## config.mk

```make
export PLATFORM = sky130hd
export DESIGN_NAME = alu_issue_ctrl_flat
export DESIGN_NICKNAME = d
export VERILOG_FILES = /design/src/rtl/alu_issue_ctrl_if.sv /design/src/rtl/alu_issue_ctrl.sv /design/src/flat_wrapper.sv
export SDC_FILE = /design/constraint.sdc
export NUM_CORES = 1
export LEC_CHECK = 0
export CORE_ASPECT_RATIO = 0.8
export CORE_UTILIZATION = 61
export CTS_CLUSTER_SIZE = 10
export DETAILED_ROUTE_END_ITERATION = 10
export MAX_ROUTING_LAYER = met4
export PLACE_DENSITY = 0.85
export SLEW_MARGIN = 15
export SYNTH_ARGS = -nofsm -noshare
export SYNTH_HDL_FRONTEND = slang
export SYNTH_SLANG_ARGS = --single-unit
```

## constraint.sdc

```tcl
create_clock -name clk -period 4.32 [get_ports clk]
set_input_delay 0.864 -clock clk [delete_from_list [all_inputs] [get_ports clk]]
set_output_delay 0.864 -clock clk [all_outputs]
set_load 0.005 [all_outputs]
```

## src/rtl/alu_issue_ctrl_if.sv

```systemverilog
// Bundle of the decoder-side instruction handshake and the ALU-side
// operand/result bus for alu_issue_ctrl.
//
// Handshake: an instruction transfers on a rising edge where in_valid and
// in_ready are both high. in_ready is high only while the controller is idle
// and not in reset. The issuer must hold in_valid and the in_* fields stable
// until that transfer edge. in_valid seen while in_ready is low is ignored and
// nothing is buffered. done, err and out_valid are single-cycle pulses with no
// back-pressure.
interface alu_issue_ctrl_if #(
  parameter int N  = 8,
  parameter int RA = 3
);
  logic          in_valid;
  logic          in_ready;
  logic [2:0]    in_op;
  logic [RA-1:0] in_rd;
  logic [RA-1:0] in_rs;
  logic [N-1:0]  in_imm;
  logic [N-1:0]  alu_a;
  logic [N-1:0]  alu_b;
  logic [1:0]    alu_func;
  logic [N-1:0]  alu_result;
  logic [N-1:0]  out_data;
  logic          out_valid;
  logic          done;
  logic          err;

  // Controller side: consumes instructions and drives the ALU.
  modport master (
    input  in_valid, in_op, in_rd, in_rs, in_imm, alu_result,
    output in_ready, alu_a, alu_b, alu_func, out_data, out_valid, done, err
  );

  // Environment side: instruction source plus the combinational ALU.
  modport slave (
    output in_valid, in_op, in_rd, in_rs, in_imm, alu_result,
    input  in_ready, alu_a, alu_b, alu_func, out_data, out_valid, done, err
  );
endinterface

```

## src/rtl/alu_issue_ctrl.sv

```systemverilog
// picoMIPS ALU issue controller. Takes one decoded instruction per
// handshake, reads operands from a small register file, presents them to an
// external combinational ALU, captures the result and writes it back.
// Four-state sequence IDLE -> READ -> EXEC -> WB, so one instruction per
// four cycles. The current state is exposed on dbg_state.
module alu_issue_ctrl #(
  parameter int         N         = 8,
  parameter int         RA        = 3,
  parameter logic [1:0] FUNC_RB   = 2'b00,
  parameter logic [1:0] FUNC_ADD  = 2'b10,
  parameter logic [1:0] FUNC_MULT = 2'b11
) (
  input  logic                  clk,
  input  logic                  reset,
  alu_issue_ctrl_if.master      bus,
  output logic [1:0]            dbg_state
);

  localparam logic [2:0] OP_NOP  = 3'd0;
  localparam logic [2:0] OP_ADD  = 3'd1;
  localparam logic [2:0] OP_ADDI = 3'd2;
  localparam logic [2:0] OP_MUL  = 3'd3;
  localparam logic [2:0] OP_MULI = 3'd4;
  localparam logic [2:0] OP_LDI  = 3'd5;
  localparam logic [2:0] OP_OUT  = 3'd6;
  localparam logic [2:0] OP_ILL  = 3'd7;

  typedef enum logic [1:0] {
    IDLE = 2'd0,
    READ = 2'd1,
    EXEC = 2'd2,
    WB   = 2'd3
  } state_t;

  state_t        state_q, state_d;

  logic [2:0]    op_q;
  logic [RA-1:0] rd_q;
  logic [RA-1:0] rs_q;
  logic [N-1:0]  imm_q;
  logic [N-1:0]  result_q;
  logic [N-1:0]  alu_a_q;
  logic [N-1:0]  alu_b_q;
  logic [1:0]    alu_func_q;
  logic [N-1:0]  out_data_q;
  logic [N-1:0]  rf [2**RA];

  logic [N-1:0]  rd_val;
  logic [N-1:0]  rs_val;
  logic          wr_en;

  // r0 always reads as zero regardless of storage contents.
  assign rd_val = (rd_q == '0) ? '0 : rf[rd_q];
  assign rs_val = (rs_q == '0) ? '0 : rf[rs_q];

  // Only arithmetic and LDI write back; r0 writes are dropped.
  assign wr_en = (op_q != OP_NOP) && (op_q != OP_OUT) && (op_q != OP_ILL) &&
                 (rd_q != '0);

  assign bus.alu_a    = alu_a_q;
  assign bus.alu_b    = alu_b_q;
  assign bus.alu_func = alu_func_q;
  assign bus.out_data = out_data_q;
  assign dbg_state    = state_q;

  // State register.
  always_ff @(posedge clk) begin
    if (reset) begin
      state_q <= IDLE;
    end else begin
      state_q <= state_d;
    end
  end

  // Next-state and Moore outputs; pulses are masked while reset is high.
  always_comb begin
    state_d       = state_q;
    bus.in_ready  = 1'b0;
    bus.done      = 1'b0;
    bus.err       = 1'b0;
    bus.out_valid = 1'b0;
    case (state_q)
      IDLE: begin
        bus.in_ready = !reset;
        if (bus.in_valid) state_d = READ;
      end
      READ: state_d = EXEC;
      EXEC: state_d = WB;
      WB: begin
        bus.done      = !reset;
        bus.err       = !reset && (op_q == OP_ILL);
        bus.out_valid = !reset && (op_q == OP_OUT);
        state_d       = IDLE;
      end
      default: state_d = IDLE;
    endcase
  end

  // Datapath: latch instruction, drive ALU operands, capture result, write back.
  always_ff @(posedge clk) begin
    if (reset) begin
      op_q       <= OP_NOP;
      rd_q       <= '0;
      rs_q       <= '0;
      imm_q      <= '0;
      result_q   <= '0;
      alu_a_q    <= '0;
      alu_b_q    <= '0;
      alu_func_q <= FUNC_RB;
      out_data_q <= '0;
      for (int i = 0; i < 2**RA; i++) rf[i] <= '0;
    end else begin
      case (state_q)
        IDLE: begin
          if (bus.in_valid) begin
            op_q  <= bus.in_op;
            rd_q  <= bus.in_rd;
            rs_q  <= bus.in_rs;
            imm_q <= bus.in_imm;
          end
        end
        READ: begin
          alu_a_q <= rd_val;
          case (op_q)
            OP_ADD: begin
              alu_b_q    <= rs_val;
              alu_func_q <= FUNC_ADD;
            end
            OP_ADDI: begin
              alu_b_q    <= imm_q;
              alu_func_q <= FUNC_ADD;
            end
            OP_MUL: begin
              alu_b_q    <= rs_val;
              alu_func_q <= FUNC_MULT;
            end
            OP_MULI: begin
              alu_b_q    <= imm_q;
              alu_func_q <= FUNC_MULT;
            end
            OP_LDI: begin
              alu_b_q    <= imm_q;
              alu_func_q <= FUNC_RB;
            end
            OP_OUT: begin
              alu_b_q    <= rd_val;
              alu_func_q <= FUNC_RB;
            end
            default: begin
              alu_b_q    <= '0;
              alu_func_q <= FUNC_RB;
            end
          endcase
        end
        EXEC: begin
          result_q <= bus.alu_result;
          // Load out_data here so it is already valid during the out_valid pulse.
          if (op_q == OP_OUT) out_data_q <= rd_val;
        end
        WB: begin
          if (wr_en) rf[rd_q] <= result_q;
        end
        default: ;
      endcase
    end
  end

endmodule
```

## src/flat_wrapper.sv

```systemverilog
// flat-port wrapper written by rule: the top's interface ports become plain ports
module alu_issue_ctrl_flat 
#(
  parameter int         N         = 8,
  parameter int         RA        = 3,
  parameter logic [1:0] FUNC_RB   = 2'b00,
  parameter logic [1:0] FUNC_ADD  = 2'b10,
  parameter logic [1:0] FUNC_MULT = 2'b11
)
  (clk, reset, dbg_state, bus_in_valid, bus_in_op, bus_in_rd, bus_in_rs, bus_in_imm, bus_alu_result, bus_in_ready, bus_alu_a, bus_alu_b, bus_alu_func, bus_out_data, bus_out_valid, bus_done, bus_err);
  alu_issue_ctrl_if #(.N(N), .RA(RA)) bus_i ();
  input  logic clk;
  input  logic reset;
  output logic [1:0] dbg_state;
  input wire logic [$bits(bus_i.in_valid)-1:0] bus_in_valid;
  input wire logic [$bits(bus_i.in_op)-1:0] bus_in_op;
  input wire logic [$bits(bus_i.in_rd)-1:0] bus_in_rd;
  input wire logic [$bits(bus_i.in_rs)-1:0] bus_in_rs;
  input wire logic [$bits(bus_i.in_imm)-1:0] bus_in_imm;
  input wire logic [$bits(bus_i.alu_result)-1:0] bus_alu_result;
  output wire logic [$bits(bus_i.in_ready)-1:0] bus_in_ready;
  output wire logic [$bits(bus_i.alu_a)-1:0] bus_alu_a;
  output wire logic [$bits(bus_i.alu_b)-1:0] bus_alu_b;
  output wire logic [$bits(bus_i.alu_func)-1:0] bus_alu_func;
  output wire logic [$bits(bus_i.out_data)-1:0] bus_out_data;
  output wire logic [$bits(bus_i.out_valid)-1:0] bus_out_valid;
  output wire logic [$bits(bus_i.done)-1:0] bus_done;
  output wire logic [$bits(bus_i.err)-1:0] bus_err;
  assign bus_i.in_valid = bus_in_valid;
  assign bus_i.in_op = bus_in_op;
  assign bus_i.in_rd = bus_in_rd;
  assign bus_i.in_rs = bus_in_rs;
  assign bus_i.in_imm = bus_in_imm;
  assign bus_i.alu_result = bus_alu_result;
  assign bus_in_ready = bus_i.in_ready;
  assign bus_alu_a = bus_i.alu_a;
  assign bus_alu_b = bus_i.alu_b;
  assign bus_alu_func = bus_i.alu_func;
  assign bus_out_data = bus_i.out_data;
  assign bus_out_valid = bus_i.out_valid;
  assign bus_done = bus_i.done;
  assign bus_err = bus_i.err;
  alu_issue_ctrl #(.N(N), .RA(RA), .FUNC_RB(FUNC_RB), .FUNC_ADD(FUNC_ADD), .FUNC_MULT(FUNC_MULT)) u_core (.clk(clk), .reset(reset), .bus(bus_i), .dbg_state(dbg_state));
endmodule
```

==> results.md <==
* Cells resized by post-CTS repair at 0
* Postcts setup bufs at 0
* Area of the multi-input gates at 2340 um^2
* Die H at 87.3 um
* Die X at 109 um
* Status: finished clean
* Synthesized netlist cell count at 438
* Critical-path cell list: buf_2, buf_4, nor2b_1, clkdlybuf4s50_1
* Initial antenna violation count at 0
* Pwr Total at 3.53 mW
* Core Footprint at 8670 um^2
* Top delay family on crit path: buffers and inverters
* Peak VDD IR at 0.000397 V
* Netlist area before placement at 5550 um^2
* Hold_buf cts at 0
* Crit path max fanout at 63
* Clk pin slew, worst setup/hold paths at 0.05 ns
* Maximum buffer depth of the clock tree at 2
* Clock Latency Late Sink at 0.42 ns
* Critical path class: in -> out
* Std cell rows at 30
* Pin count of the biggest net entering global routing at 64
* Synth cell types at 38
* Hold Path Class: reg -> reg
* Post-synth ARST share at 0
* Clock Skew at 0.00594 ns
* CP Launch Point: reset
* Final count of pins violating max slew at 0
* IO Port Bufs at 59
* Setup TNS at 0 ns
* Cell Pwr Density at 518 nW/um^2
* Lkg Pwr at 2.41 nW
* Yosys Warn Count at 0
* CTS tree: done
* DR pass1 iterations at 5
* Tmin final at 2.93 ns
* Final hold vios at 0
* Max stage delay on crit path at 0.54 ns
* Starting DRC count in detailed routing at 452
* Crit path arrival time at 2.06 ns
* Hold path startpoint: u_core.imm_q[6]$_SDFFE_PP0P_
* FF+latch count, synth at 123
* TritonCTS Buffers at 17
* First-pass GRT wire length at 19.8 mm
* Layout cells sized above 1 at 0.149
* Die ar. at 9490 um^2
* Dpl hpwl at 8.63 mm
* DRT antenna net count at 0
* # DRC at 0
* DR vias at 3773
* Fin cells at 623
* Final worst slack at 1.39 ns
* Critical Path RT at 3.46 ns
* EDFF count, synth at 64
* Total of max-cap violations at 0
* Worst setup SP type: input pin
* Share of the clock period used by the worst path at 0.678
* Slew headroom at 0.323
* Syn avg cell area at 12.7 um^2
* Fin nets at 531
* Clock tree sinks at 123
* Vias per cell at 6.06
* Most common flop cell mapped by yosys: edfxtp_1
* Worst path slowest cell: buf_4
* Area grow syn2layout at 22.7%
* GRT Util Overall at 0.301
* Diodes inserted at 0
* WL/cell at 19.6 um
* Root buffer cell: clkbuf_16
* Unrepaired setup endpoints after global routing: false
* Ports at 60
* Gpl congestion at 0.852
* Grt ovf at 0
* Crit path capture type: primary output
* H-tree depth at 4
* Max Fclk at 341 MHz
* Final setup fails at 0
* Fill cell count at 514
* Dpl cells at 591
* CP Buf/Inv Count at 3
* Starting Density at 0.640
* Reg area at 3100 um^2
* Number of global-route vias before repair at 3685
* Slew @ Worst Pin at 1.01 ns
* Minimum setup slack after placement at 1.39 ns
* WL final at 12.2 mm
* RR Startpoint: u_core.dbg_state[0]$_SDFFE_PP0P_
* Seq/Total Area, Yosys at 0.559
## path summary, 6_finish.rpt
kind / cells after the start / end / slack, ns
max: 4 / bus_in_ready / 1.39
max reg2reg: 6 / u_core.bus.out_data[0]$_SDFFE_PP0P_ / 1.68
min: 2 / u_core.imm_q[6]$_SDFFE_PP0P_ / 0.46
min reg2reg: 2 / u_core.imm_q[6]$_SDFFE_PP0P_ / 0.46
## tightest hold or removal path, cell delays in order (launching register included)
cell and delay [ns]:
dfxtp_1 0.31, nand2_1 0.05, a21oi_1 0.05
## layout by cell type, fill, tap and decap left out, types with 8 or more instances in the layout
cell              n
edfxtp_1         64
mux4_2           26
a222oi_1          8
nand2_1          37
clkdlybuf4s50_1  58
conb_1            8
o21ai_1           8
a22oi_1           9
mux2i_1          17
dfxtp_1          59
clkbuf_16        17
nor2b_1          13
and2_1           57
nor2_1           35
a21oi_1          26
## power by group
part	switching, mW	internal [mW]
Sequential	0.142	1.33
Combinational	0.272	0.305
Clock	0.521	0.966
Total	0.934	2.60
## cells in the mapped netlist (5+ instances only)
| library cell | count | share of area |
|---|---|---|
| edfxtp_1 | 64 | 0.35 |
| a222oi_1 | 8 | 0.014 |
| clkbuf_1 | 18 | 0.012 |
| nand2b_1 | 5 | 0.0056 |
| mux4_1 | 6 | 0.028 |
| nor2b_1 | 13 | 0.015 |
| and2_1 | 57 | 0.064 |
| mux4_2 | 26 | 0.11 |
| o21ai_1 | 8 | 0.0072 |
| a21oi_1 | 26 | 0.023 |
| a22oi_1 | 9 | 0.012 |
| mux2_2 | 5 | 0.010 |
| ha_1 | 5 | 0.011 |
| mux2i_1 | 17 | 0.031 |
| nor2_1 | 35 | 0.024 |
| nand2_1 | 37 | 0.025 |
| dfxtp_1 | 59 | 0.21 |
## per-stage QoR
| stage | hold WS (ns) | instance area, um^2 | utilization |
|---|---|---|---|
| 2_1_floorplan | 0.436 | 5580 | - |
| 3_3_place_gp | 0.443 | 6190 | 0.714 |
| 3_5_place_dp | 0.451 | 6190 | 0.714 |
| 4_1_cts | 0.459 | 6810 | 0.786 |
| 5_1_grt | 0.475 | 6810 | 0.786 |
| 6_report | 0.460 | 6810 | 0.786 |
## layer usage
metal  share of wire  global-route usage  wire length (um)
met1            0.43               0.393              5300
met5               0                   -                 0
met4           0.013               0.112               161
met3           0.076              0.0830               933
met2            0.48               0.453              5840
## area by class of cell
type | count | share of cell area
inverters | 2 | 0.00110
repair buffers | 61 | 0.0881
clock buffers | 18 | 0.0630
flip-flops and latches | 123 | 0.455
well taps | 112 | 0.0206
multi-input cells | 293 | 0.343
clock inverters | 14 | 0.0286
## flip-flops by register name, summed over array words and instances, names as in the netlist, named ones only
signal,count
u_core.bus.alu_a,8
u_core.bus.alu_b,8
u_core.bus.alu_func,2
u_core.bus.out_data,8
u_core.dbg_state,2
u_core.imm_q,8
u_core.op_q,3
u_core.rd_q,3
u_core.result_q,8
u_core.rf,64
u_core.rs_q,3
## logic make-up after synthesis
family | count (synthesis) | synth area share
AO/OA/AOI/OAI | 55 | 0.0624
buffers and inverters | 29 | 0.0248
adder cells (fa/ha/maj) | 5 | 0.0113
multiplexers | 57 | 0.183
flip-flops | 123 | 0.559
other | 1 | 0.000675
AND/OR/NAND/NOR | 168 | 0.159
(Power assumes the default switching activity.)
